**src/rtl/occ_arb_pkg.sv**
```systemverilog
// Shared definitions for the Occ port arbiter: width helpers and round-robin pick.
// Latency: none (pure combinational helpers).
// Backpressure: none (no state).
//
// Contents:
//   lane_w(n)   - lane index width, never below 1 so a single lane still has a tag bit
//   cnt_w(m)    - outstanding counter width, wide enough to hold m itself
//   rr_pick()   - first requester at or above ptr, wrapping at n_lanes
package occ_arb_pkg;

  localparam int MAX_LANES = 16;
  localparam int PICK_W    = 4;

  typedef struct packed {
    logic              found;
    logic [PICK_W-1:0] idx;
  } rr_pick_t;

  function automatic int lane_w(input int n_lanes);
    return (n_lanes > 1) ? $clog2(n_lanes) : 1;
  endfunction

  function automatic int cnt_w(input int max_out);
    return $clog2(max_out) + 1;
  endfunction

  // req is zero-extended to MAX_LANES; only the low n_lanes bits take part.
  // ptr must be below n_lanes, so the wrapped candidate never leaves the range.
  function automatic rr_pick_t rr_pick(input logic [MAX_LANES-1:0] req,
                                       input logic [PICK_W-1:0]    ptr,
                                       input int                   n_lanes);
    rr_pick_t   res;
    logic [4:0] cand;
    res = '0;
    for (int off = 0; off < MAX_LANES; off++) begin
      if (off < n_lanes) begin
        cand = {1'b0, ptr} + 5'(off);
        if (cand >= 5'(n_lanes)) begin
          cand = cand - 5'(n_lanes);
        end
        if (!res.found && req[cand[3:0]]) begin
          res.found = 1'b1;
          res.idx   = cand[3:0];
        end
      end
    end
    return res;
  endfunction

endpackage

```
**src/rtl/occ_tag_fifo.sv**
```systemverilog
// In-order tag FIFO holding the lane index of every Occ read in flight.
// Latency: push visible at head the cycle after the push edge; head read combinationally.
// Backpressure: push ignored when full unless a pop frees a slot in the same cycle.
//
// Ports:
//   clk, rst_n          - clock, synchronous active-low reset (empties the FIFO)
//   push, push_dat      - enqueue a tag
//   pop, pop_dat        - dequeue; pop_dat is the current head
//   count, full, empty  - occupancy
module occ_tag_fifo
  import occ_arb_pkg::*;
#(
  parameter int DEPTH = 4,
  parameter int WIDTH = 2,
  parameter int CNT_W = 3
) (
  input  logic             clk,
  input  logic             rst_n,
  input  logic             push,
  input  logic [WIDTH-1:0] push_dat,
  input  logic             pop,
  output logic [WIDTH-1:0] pop_dat,
  output logic [CNT_W-1:0] count,
  output logic             full,
  output logic             empty
);

  localparam int PTR_W = (DEPTH > 1) ? $clog2(DEPTH) : 1;

  logic [WIDTH-1:0] mem [DEPTH];
  logic [PTR_W-1:0] wr_ptr;
  logic [PTR_W-1:0] rd_ptr;
  logic             push_ok;
  logic             pop_ok;

  assign full    = (count == CNT_W'(DEPTH));
  assign empty   = (count == '0);
  assign pop_ok  = pop & ~empty;
  // A full FIFO can still take a push when the head leaves in the same cycle.
  assign push_ok = push & (~full | pop_ok);
  assign pop_dat = mem[rd_ptr];

  // DEPTH is a power of two, so the pointers wrap naturally.
  always_ff @(posedge clk) begin
    if (!rst_n) begin
      wr_ptr <= '0;
      rd_ptr <= '0;
      count  <= '0;
    end else begin
      if (push_ok) begin
        wr_ptr <= wr_ptr + 1'b1;
      end
      if (pop_ok) begin
        rd_ptr <= rd_ptr + 1'b1;
      end
      case ({push_ok, pop_ok})
        2'b10:   count <= count + 1'b1;
        2'b01:   count <= count - 1'b1;
        default: count <= count;
      endcase
    end
  end

  // Storage needs no reset: the pointers decide what is valid.
  always_ff @(posedge clk) begin
    if (push_ok) begin
      mem[wr_ptr] <= push_dat;
    end
  end

endmodule

```
**src/rtl/occ_port_arbiter.sv**
```systemverilog
// Shares one Occ read port among N_LANES lanes; round-robin grant, in-order return steering.
// Latency: grant combinational in t, Occ strobe in t+1; lane strobe 1 cycle after Occ valid.
// Backpressure: no grant while is_start=0 or MAX_OUT reads are outstanding (registered count).
//
// Ports:
//   clk, rst_n                        - clock, synchronous active-low reset
//   is_start                          - run enable; low blocks new grants only
//   lane_ce_i, lane_addr_i            - per-lane read request and address (lane k at [k*ADDR_W +: ADDR_W])
//   lane_gnt_o                        - one-hot grant, same cycle as acceptance
//   lane_valid_o, lane_data_o         - one-hot return strobe and broadcast data
//   ce_rom_Occ_o, addr_rom_Occ_o      - registered Occ read strobe and address
//   data_Occ_i, data_Occ_valid_i      - Occ read data, returned in issue order
//   busy_o, err_o                     - reads in flight, sticky spurious-return error
module occ_port_arbiter
  import occ_arb_pkg::*;
#(
  parameter int N_LANES = 4,
  parameter int ADDR_W  = 8,
  parameter int DATA_W  = 32,
  parameter int MAX_OUT = 4
) (
  input  logic                      clk,
  input  logic                      rst_n,
  input  logic                      is_start,
  input  logic [N_LANES-1:0]        lane_ce_i,
  input  logic [N_LANES*ADDR_W-1:0] lane_addr_i,
  output logic [N_LANES-1:0]        lane_gnt_o,
  output logic [N_LANES-1:0]        lane_valid_o,
  output logic [DATA_W-1:0]         lane_data_o,
  output logic                      ce_rom_Occ_o,
  output logic [ADDR_W-1:0]         addr_rom_Occ_o,
  input  logic [DATA_W-1:0]         data_Occ_i,
  input  logic                      data_Occ_valid_i,
  output logic                      busy_o,
  output logic                      err_o
);

  localparam int LANE_W = lane_w(N_LANES);
  localparam int CNT_W  = cnt_w(MAX_OUT);

  logic [LANE_W-1:0]    rr_ptr;
  logic [MAX_LANES-1:0] req_ext;
  rr_pick_t             pick;
  logic                 gnt_vld;
  logic [LANE_W-1:0]    win;
  logic [LANE_W-1:0]    head_tag;
  logic [CNT_W-1:0]     tag_count;
  logic                 tag_full;
  logic                 tag_empty;
  logic                 ret_vld;
  logic                 spur_vld;

  // ---------------------------------------------------------------------------
  // Grant: full is taken from the registered count, so a pop in the same cycle
  // does not open a slot until the next cycle. Grants are suppressed while in
  // reset so a lane never sees an acceptance that the reset then discards.
  // ---------------------------------------------------------------------------
  always_comb begin
    req_ext                = '0;
    req_ext[N_LANES-1:0]   = lane_ce_i;
    pick                   = rr_pick(req_ext, PICK_W'(rr_ptr), N_LANES);
    win                    = LANE_W'(pick.idx);
    gnt_vld                = rst_n & is_start & ~tag_full & pick.found;
    lane_gnt_o             = gnt_vld ? (N_LANES'(1) << win) : '0;
  end

  // A return with nothing outstanding has no owner: drop it and flag it.
  assign ret_vld  = data_Occ_valid_i & ~tag_empty;
  assign spur_vld = data_Occ_valid_i &  tag_empty;

  occ_tag_fifo #(
    .DEPTH (MAX_OUT),
    .WIDTH (LANE_W),
    .CNT_W (CNT_W)
  ) u_tag_fifo (
    .clk      (clk),
    .rst_n    (rst_n),
    .push     (gnt_vld),
    .push_dat (win),
    .pop      (ret_vld),
    .pop_dat  (head_tag),
    .count    (tag_count),
    .full     (tag_full),
    .empty    (tag_empty)
  );

  // ---------------------------------------------------------------------------
  // Issue and return registers. The pointer only moves on a grant, so it is
  // naturally held while is_start is low or the FIFO is full.
  // ---------------------------------------------------------------------------
  always_ff @(posedge clk) begin
    if (!rst_n) begin
      rr_ptr         <= '0;
      ce_rom_Occ_o   <= 1'b0;
      addr_rom_Occ_o <= '0;
      lane_valid_o   <= '0;
      lane_data_o    <= '0;
      err_o          <= 1'b0;
    end else begin
      ce_rom_Occ_o <= gnt_vld;
      if (gnt_vld) begin
        addr_rom_Occ_o <= lane_addr_i[int'(win)*ADDR_W +: ADDR_W];
        rr_ptr         <= (int'(win) == N_LANES-1) ? '0 : win + 1'b1;
      end
      lane_valid_o <= ret_vld ? (N_LANES'(1) << head_tag) : '0;
      if (ret_vld) begin
        lane_data_o <= data_Occ_i;
      end
      if (spur_vld) begin
        err_o <= 1'b1;
      end
    end
  end

  // The read just issued is already counted, but keep the strobe in the term so
  // busy never dips while a request is on the Occ bus.
  assign busy_o = (tag_count != '0) | ce_rom_Occ_o;

endmodule

```
**config.mk**
```make
export PLATFORM = sky130hd
export DESIGN_NAME = occ_port_arbiter
export DESIGN_NICKNAME = d
export VERILOG_FILES = /design/src/rtl/occ_arb_pkg.sv /design/src/rtl/occ_tag_fifo.sv /design/src/rtl/occ_port_arbiter.sv
export SDC_FILE = /design/constraint.sdc
export NUM_CORES = 1
export LEC_CHECK = 0
export ABC_CLOCK_PERIOD_IN_PS = 4140
export CORE_ASPECT_RATIO = 0.6
export CORE_MARGIN = 5
export CORE_UTILIZATION = 41
export DETAILED_ROUTE_END_ITERATION = 16
export PLACE_DENSITY = 0.77
export SLEW_MARGIN = 20
export SYNTH_ARGS = -nofsm -noshare
export SYNTH_HDL_FRONTEND = slang
export SYNTH_SLANG_ARGS = --single-unit
export TNS_END_PERCENT = 1
```
**constraint.sdc**
```tcl
create_clock -name clk -period 4.14 [get_ports clk]
set_clock_uncertainty 0.2 [all_clocks]
set_input_delay 0.621 -clock clk [delete_from_list [all_inputs] [get_ports clk]]
set_output_delay 0.621 -clock clk [all_outputs]
set_load 0.01 [all_outputs]
```
==> flow_summary_export.csv, run 1 <==
group,metric,value,unit
yosys,yosys_warnings,0,
yosys,synth_seq_cells,65,
worst_setup_path,cp_bufs_invs,3,
sta,final-hold-violation-count,0,
pwr,power_per_cell_area,550,nW/um2
pwr,comb_power_share,0.394,
pwr,p_leak,1.85,nW
sta,unrepaired_setup_endpoints_after_global_routing,"false",
run_status,status,"finished clean",
pwr,ir_worst_vdd,0.295,mV
worst_setup_path,timing.setup.critical_path_class,"in2out",
worst_setup_path,worstPathMaxFanout,5,
worst_setup_path,critical_path.cell_chain,"clkdlybuf4s50_1, mux2_4, and3_4, o211ai_4, inv_2, a311o_2, and2_1, ha_1, and2_1, clkdlybuf4s50_1",
routing,route.vias.total,3249,
sta,clock.fmax,249,MHz
die,top_level_ports,123,
sta,slew_viol_final,0,
worst_setup_path,worst-endpoint-arrival,3190,ps
placement,cell_total_after_placement,605,
yosys,synthesis.area,3410,um2
layout,diodes,0,
yosys,syn-mean-instance-area,8.67,um2
placement,port_buffers,122,
sta,final_min_period_over_clock_period,0.968,
clock_tree,cts_buf_count,9,
worst_setup_path,worst_setup_path_end_kind,"output pin",
clock_tree,cts_max_level,3,
clock_tree,clock_insertion_delay_worst_skew,330,ps
routing,post_drt_wl_per_cell,15.9,um
layout,stdcell_count,621,
global_routing,initial_antenna_violation_count,0,
die,chipHeight,80.6,um
routing,route.antenna.remaining_nets,0,
die,die_width,128,um
sta,worst_margin_slew,710,ps
global_routing,grt.overflow.total,0,
yosys,yosys.area.top_type_share,0.335,
global_routing,grt_start_max_net_pins,54,
placement,detailedPlacementHpwl,7310,um
worst_setup_path,cpLargestDelayFamily,"buffers and inverters",
sta,slew_headroom,0.524,
min_path,hold_path_class,"reg2reg",
clock_tree,clk_transition_reported_paths,50,ps
die,starting_density_of_the_core,0.427,
pwr,power_switching_share,0.339,
yosys,syn-num-nets,479,
yosys,synth_top_cells_by_area,"sky130_fd_sc_hd__dfxtp_1 (34%), sky130_fd_sc_hd__nand2_1 (11%), sky130_fd_sc_hd__a21boi_0 (7.3%), sky130_fd_sc_hd__edfxtp_1 (7.1%), sky130_fd_sc_hd__ha_1 (4.8%)",
worst_setup_path,timing.critical_path.slowest_stage_cell,"sky130_fd_sc_hd__clkdlybuf4s50_1",
yosys,async_flop_share,0,
clock_tree,clk_path_buf_depth,2,
routing,number_of_vias_per_cell_after_detailed_routing,5.23,
sta,layout_min_cycle_time,4010,ps
sta,setup_viol,0,
layout,mostFrequentLayoutCell,"sky130_fd_sc_hd__clkdlybuf4s50_1",
yosys,register_area_share_after_synthesis,0.406,
yosys,leading_register_cell_type_out_of_synthesis,"sky130_fd_sc_hd__dfxtp_1",
layout,area_growth,48.2,%
placement,dpl-instance-area,4700,um2
placement,gp_congestion,0.854,
worst_setup_path,crit_path_max_incr_delay,480,ps
layout,finish.instance_area,5050,um2
clock_tree,tritoncts_clock_tree,"done",
global_routing,vias_in_the_first_global_route,3275,
layout,layout_cells_sized_above_1,0.0819,
global_routing,grt_first_pass_wirelength,15900,um
worst_setup_path,worst-endpoint-required,3320,ps
pwr,total_power,2.77,mW
layout,regArea,1380,um2
clock_tree,number_of_sinks_handled_by_clock_tree_synthesis,65,
pwr,power.share.clock,0.306,
layout,fill_cells,658,
pwr,switchingPower,0.942,mW
pwr,internal-power,1.83,mW
layout,final_cell_mix,"sky130_fd_sc_hd__clkdlybuf4s50_1 (120), sky130_fd_sc_hd__nand2_1 (99), sky130_fd_sc_hd__dfxtp_1 (57)",
clock_tree,cts_post_setup_buffers_inserted,0,
yosys,synthCells,393,
worst_setup_path,start_kind,"input port",
layout,layout.nets,594,
die,core.rowCount,25,
die,dieArea,10300,um2
clock_tree,clock_tree.root_cell,"sky130_fd_sc_hd__clkbuf_16",
clock_tree,cts_hold_buf,0,
run,drv.max_cap_violation_count,0,
routing,drc,0,
die,core_area,7980,um2
global_routing,grtUsageTotal,0.195,
yosys,synth.largest_area_cell,"sky130_fd_sc_hd__dfxtp_1",
yosys,synth-edff-count,8,
yosys,synthDistinctLibCells,42,
pwr,reg_power_frac,0.300,
layout,area_of_combinational_cells_with_multiple_inputs,1830,um2
routing,detail_route.first_pass.iterations,4,
routing,drt_iter0_markers,249,
routing,routed_wirelength,9860,um
## area by class of cell
cell class | instances | share of cell area
Clock inverter | 6 | 0.0176
Inverter | 13 | 0.00967
Tap cell | 108 | 0.0268
Clock buffer | 10 | 0.0496
Timing Repair Buffer | 134 | 0.261
Multi-Input combinational cell | 285 | 0.362
Sequential cell | 65 | 0.274
## Yosys cell counts, types with 3 or more instances
cell type	n
sky130_fd_sc_hd__nand2_1	99
sky130_fd_sc_hd__dfxtp_1	57
sky130_fd_sc_hd__a21boi_0	33
sky130_fd_sc_hd__a21oi_1	28
sky130_fd_sc_hd__clkbuf_1	18
sky130_fd_sc_hd__a31oi_1	17
sky130_fd_sc_hd__and2_1	16
sky130_fd_sc_hd__ha_1	13
sky130_fd_sc_hd__mux2i_1	11
sky130_fd_sc_hd__inv_1	10
sky130_fd_sc_hd__a32oi_1	8
sky130_fd_sc_hd__edfxtp_1	8
sky130_fd_sc_hd__o21ai_1	8
sky130_fd_sc_hd__o221a_1	8
sky130_fd_sc_hd__buf_4	6
sky130_fd_sc_hd__nor3_1	5
sky130_fd_sc_hd__nor2_1	4
sky130_fd_sc_hd__o21ai_0	4
sky130_fd_sc_hd__xnor2_1	4
sky130_fd_sc_hd__buf_6	3
sky130_fd_sc_hd__nand2b_1	3
sky130_fd_sc_hd__nor2b_1	3
## cells by family (layout without fill, tap and decap cells)
family | count (synthesis) | in the layout | share of synthesized area
AOI/OAI and AO/OA | 112 | 112 | 0.230
xor gates and xnor gates | 5 | 5 | 0.0129
adders and majority gates | 14 | 14 | 0.0536
buffers and inverters | 43 | 163 | 0.0613
DFF | 65 | 65 | 0.406
muxes | 16 | 16 | 0.0566
and+or+nand+nor | 138 | 138 | 0.180
## power groups by stage
stage / Combinational [mW] / Clock [mW] / Sequential (mW)
finish: 1.09 / 0.850 / 0.832
global route: 1.21 / 0.897 / 0.847
CTS: 1.09 / 0.867 / 0.833
detailed placement: 1.08 / 0 / 0.844
global placement: 1.05 / 0 / 0.838
floorplan: 0.626 / 0 / 0.875
## per-layer routing
metal	up-vias	GRT usage	part of all wire	routed length (um)
met4	0	0.0636	0.015	149
met1	1527	0.245	0.45	4400
li1	1594	-	-	-
met3	21	0.0525	0.053	526
met2	107	0.325	0.48	4780
met5	-	0	0	0
## flip-flops by register name, summed over array words and instances, names as in the netlist, named ones only
signal	cells
rr_ptr	2
lane_valid_o	4
ce_rom_Occ_o	1
err_o	1
lane_data_o	32
addr_rom_Occ_o	8
u_tag_fifo.mem	8
u_tag_fifo.wr_ptr	2
u_tag_fifo.rd_ptr	2
u_tag_fifo.count	3
## worst paths after layout
check / startpoint / end / slack (ps) / depth (start not counted)
worst min register to register: lane_data_o[2]$_SDFFE_PN0P_ / lane_data_o[2]$_SDFFE_PN0P_ / 260 / 2
worst max-delay path: lane_ce_i[3] / lane_gnt_o[3] / 130 / 10
worst min-delay path: lane_data_o[2]$_SDFFE_PN0P_ / lane_data_o[2]$_SDFFE_PN0P_ / 260 / 2
worst max register to register: rr_ptr[1]$_SDFFE_PN0P_ / u_tag_fifo.count[2]$_SDFFE_PN0P_ / 660 / 12
## stage by stage
step | TNS (ps) | utilization | worst slack (ps) | hold slack, ps
final | 0 | 0.633 | 132 | 264
after CTS | 0 | 0.631 | 18.2 | 268
after global routing | 0 | 0.633 | 19.6 | 292
after global placement | 0 | 0.589 | 86.0 | 249
after floorplan | 0 | - | 48.7 | 278
after detailed placement | -1.86 | 0.589 | -1.86 | 260
## worst register-to-register path, stage by stage (launching register included)
cell and delay [ps]:
sky130_fd_sc_hd__dfxtp_1 430, sky130_fd_sc_hd__inv_1 130, sky130_fd_sc_hd__ha_1 360, sky130_fd_sc_hd__and3_4 200, sky130_fd_sc_hd__or3_1 380, sky130_fd_sc_hd__o21a_2 350, sky130_fd_sc_hd__inv_2 100, sky130_fd_sc_hd__ha_1 180
sky130_fd_sc_hd__inv_1 60, sky130_fd_sc_hd__fa_1 380, sky130_fd_sc_hd__xor2_1 160, sky130_fd_sc_hd__or3_1 300, sky130_fd_sc_hd__a21boi_0 180
## timing repair
action	in CTS	in global routing
endpoints found under the setup margin	1	3
resized for setup	1	4
pin swaps	0	1
Note: power is estimated with default switching activity, not from simulation.
==> inputs of run 2 (changes only) <==
Settings changed: CTS_CLUSTER_SIZE set to 20.
==> results of run 2 <==
Same layout as run 1: the final DEF is identical, and so are final timing and power.
==> inputs of run 3 (changes only) <==
Settings changed: ABC_CLOCK_PERIOD_IN_PS 4140 to 4350, CORE_UTILIZATION 41 to 45, PLACE_DENSITY 0.77 to 0.81.
Clock period 4.14 ns to 4.35 ns, I/O delays scaled along.
==> run 3 against run 2 <==
Net effect: cell count shrank 0.81%; die area decreased by 8.0%; final area decreased by 0.99%; critical path depth increased by 1; setup slack better by 49 ps; non-clock buffer count is 1 lower; sequential share of layout area increased by 0.30 points; register-to-register slack better by 240 ps; count of clock-buffer cells in the layout is 3 higher; core utilization is 4.9 points higher; critical path type unchanged; largest cell class unchanged; largest power group unchanged; highest routed layer unchanged.
==> flow_summary_export.csv, run 3 (synthesized netlist as in run 1, its figures left out) <==
group,metric,value,unit
run_status,status,"finished clean",
clock_tree,clock_tree.root_cell,"sky130_fd_sc_hd__clkbuf_16",
routing,number_of_vias_per_cell_after_detailed_routing,5.20,
clock_tree,clock_insertion_delay_worst_skew,330,ps
die,top_level_ports,123,
pwr,ir_worst_vdd,0.376,mV
worst_setup_path,crit_path_max_incr_delay,530,ps
clock_tree,cts_buf_count,9,
clock_tree,cts_post_setup_buffers_inserted,0,
global_routing,grt_first_pass_wirelength,15700,um
worst_setup_path,timing.setup.critical_path_class,"in2out",
clock_tree,cts_hold_buf,0,
clock_tree,clk_path_buf_depth,2,
global_routing,vias_in_the_first_global_route,3120,
clock_tree,cts_max_level,3,
worst_setup_path,worst_setup_path_end_kind,"output pin",
worst_setup_path,worst-endpoint-arrival,3320,ps
die,chipHeight,77.4,um
die,die_width,122,um
worst_setup_path,start_kind,"input port",
sta,slew_viol_final,0,
placement,detailedPlacementHpwl,7180,um
pwr,power_per_cell_area,510,nW/um2
die,dieArea,9460,um2
routing,routed_wirelength,9730,um
routing,detail_route.first_pass.iterations,5,
global_routing,grt.overflow.total,0,
sta,hold_slack,261,ps
pwr,total_power,2.55,mW
worst_setup_path,critical_path.cell_chain,"clkdlybuf4s50_1, mux2_4, and3_4, o211ai_4, inv_2, a311o_2, and2_1, inv_1, ha_1, and2_1, clkdlybuf4s50_1",
clock_tree,clk_transition_reported_paths,50,ps
clock_tree,cts_resized,0,
die,core.rowCount,24,
sta,worst_margin_slew,707,ps
sta,unrepaired_setup_endpoints_after_global_routing,"false",
run,drv.max_cap_violation_count,0,
placement,cell_total_after_placement,600,
layout,fill_cells,610,
sta,clock.fmax,240,MHz
layout,mostFrequentLayoutCell,"sky130_fd_sc_hd__clkdlybuf4s50_1",
clock_tree,tritoncts_clock_tree,"done",
routing,drc,0,
sta,final-hold-violation-count,0,
layout,largest_registers,"lane_data_o (32), addr_rom_Occ_o (8), u_tag_fifo.mem (8)",
placement,port_buffers,122,
routing,post_drt_wl_per_cell,15.8,um
global_routing,initial_antenna_violation_count,0,
layout,final_cell_mix,"sky130_fd_sc_hd__clkdlybuf4s50_1 (122), sky130_fd_sc_hd__nand2_1 (99), sky130_fd_sc_hd__dfxtp_1 (56)",
worst_setup_path,timing.critical_path.slowest_stage_cell,"sky130_fd_sc_hd__clkdlybuf4s50_1",
sta,setup_viol,0,
global_routing,grt_start_max_net_pins,54,
routing,route.antenna.remaining_nets,0,
layout,max_flop_register,"lane_data_o",
layout,max_ffs_per_register,32,
worst_setup_path,worst-endpoint-required,3500,ps
clock_tree,number_of_sinks_handled_by_clock_tree_synthesis,65,
sta,layout_min_cycle_time,4170,ps
die,starting_density_of_the_core,0.465,
layout,layout.nets,593,
layout,area_growth,46.8,%
layout,diodes,0,
layout,layout_cells_sized_above_1,0.0762,
die,core_area,7330,um2
layout,stdcell_count,616,
routing,drt_iter0_markers,243,
routing,route.vias.total,3205,
placement,gp_congestion,0.792,
worst_setup_path,worstPathMaxFanout,7,
sta,final_min_period_over_clock_period,0.958,
min_path,hold_path_class,"reg2reg",
sta,fin_tns_setup,0,ps
global_routing,grtUsageTotal,0.206,
pwr,p_leak,1.81,nW
sta,slew_headroom,0.526,
## run 3: final timing paths
path	depth (start not counted)	slack [ps]	endpoint	from
hold reg to reg	2	260	lane_data_o[6]$_SDFFE_PN0P_	lane_data_o[6]$_SDFFE_PN0P_
setup / recovery	11	180	lane_gnt_o[0]	lane_ce_i[3]
setup reg to reg	11	900	u_tag_fifo.count[2]$_SDFFE_PN0P_	rr_ptr[0]$_SDFFE_PN0P_
hold / removal	2	260	lane_data_o[6]$_SDFFE_PN0P_	lane_data_o[6]$_SDFFE_PN0P_
## run 3: stage by stage
stage	area (um2)	setup WS, ps	util
after floorplan	3410	174	-
after global placement	4700	246	0.641
after detailed placement	4700	175	0.641
after CTS	5000	120	0.682
after global routing	5000	41.5	0.682
final	5000	181	0.682
## run 3: routing by layer
| metal | track usage | vias to the layer above | part of all wire |
|---|---|---|---|
| li1 | - | 1598 | - |
| met1 | 0.272 | 1509 | 0.46 |
| met2 | 0.338 | 87 | 0.49 |
| met3 | 0.0472 | 11 | 0.041 |
| met4 | 0.0648 | 0 | 0.013 |
| met5 | 0 | - | 0 |
## run 3: where the power goes
part | switching [mW] | internal (mW)
Clock | 0.244 | 0.472
Combinational | 0.552 | 0.480
Sequential | 0.0689 | 0.730
Total | 0.865 | 1.68
## run 3: layout make-up
type | instances | area, um2 | share of cell area
Inverter | 13 | 48.8 | 0.00976
Sequential cell | 65 | 1380 | 0.277
Tap cell | 104 | 130 | 0.0260
Multi-Input combinational cell | 285 | 1820 | 0.364
Clock inverter | 3 | 40.0 | 0.00801
Clock buffer | 13 | 260 | 0.0521
Timing Repair Buffer | 133 | 1320 | 0.263
## run 3: critical path, delay by kind of cell
| kind | cells | cell delay (ps) |
|---|---|---|
| compound gates | 2 | 550 |
| fa+ha+maj | 1 | 130 |
| buf+inv | 4 | 1130 |
| mux | 1 | 300 |
| simple gates | 3 | 550 |
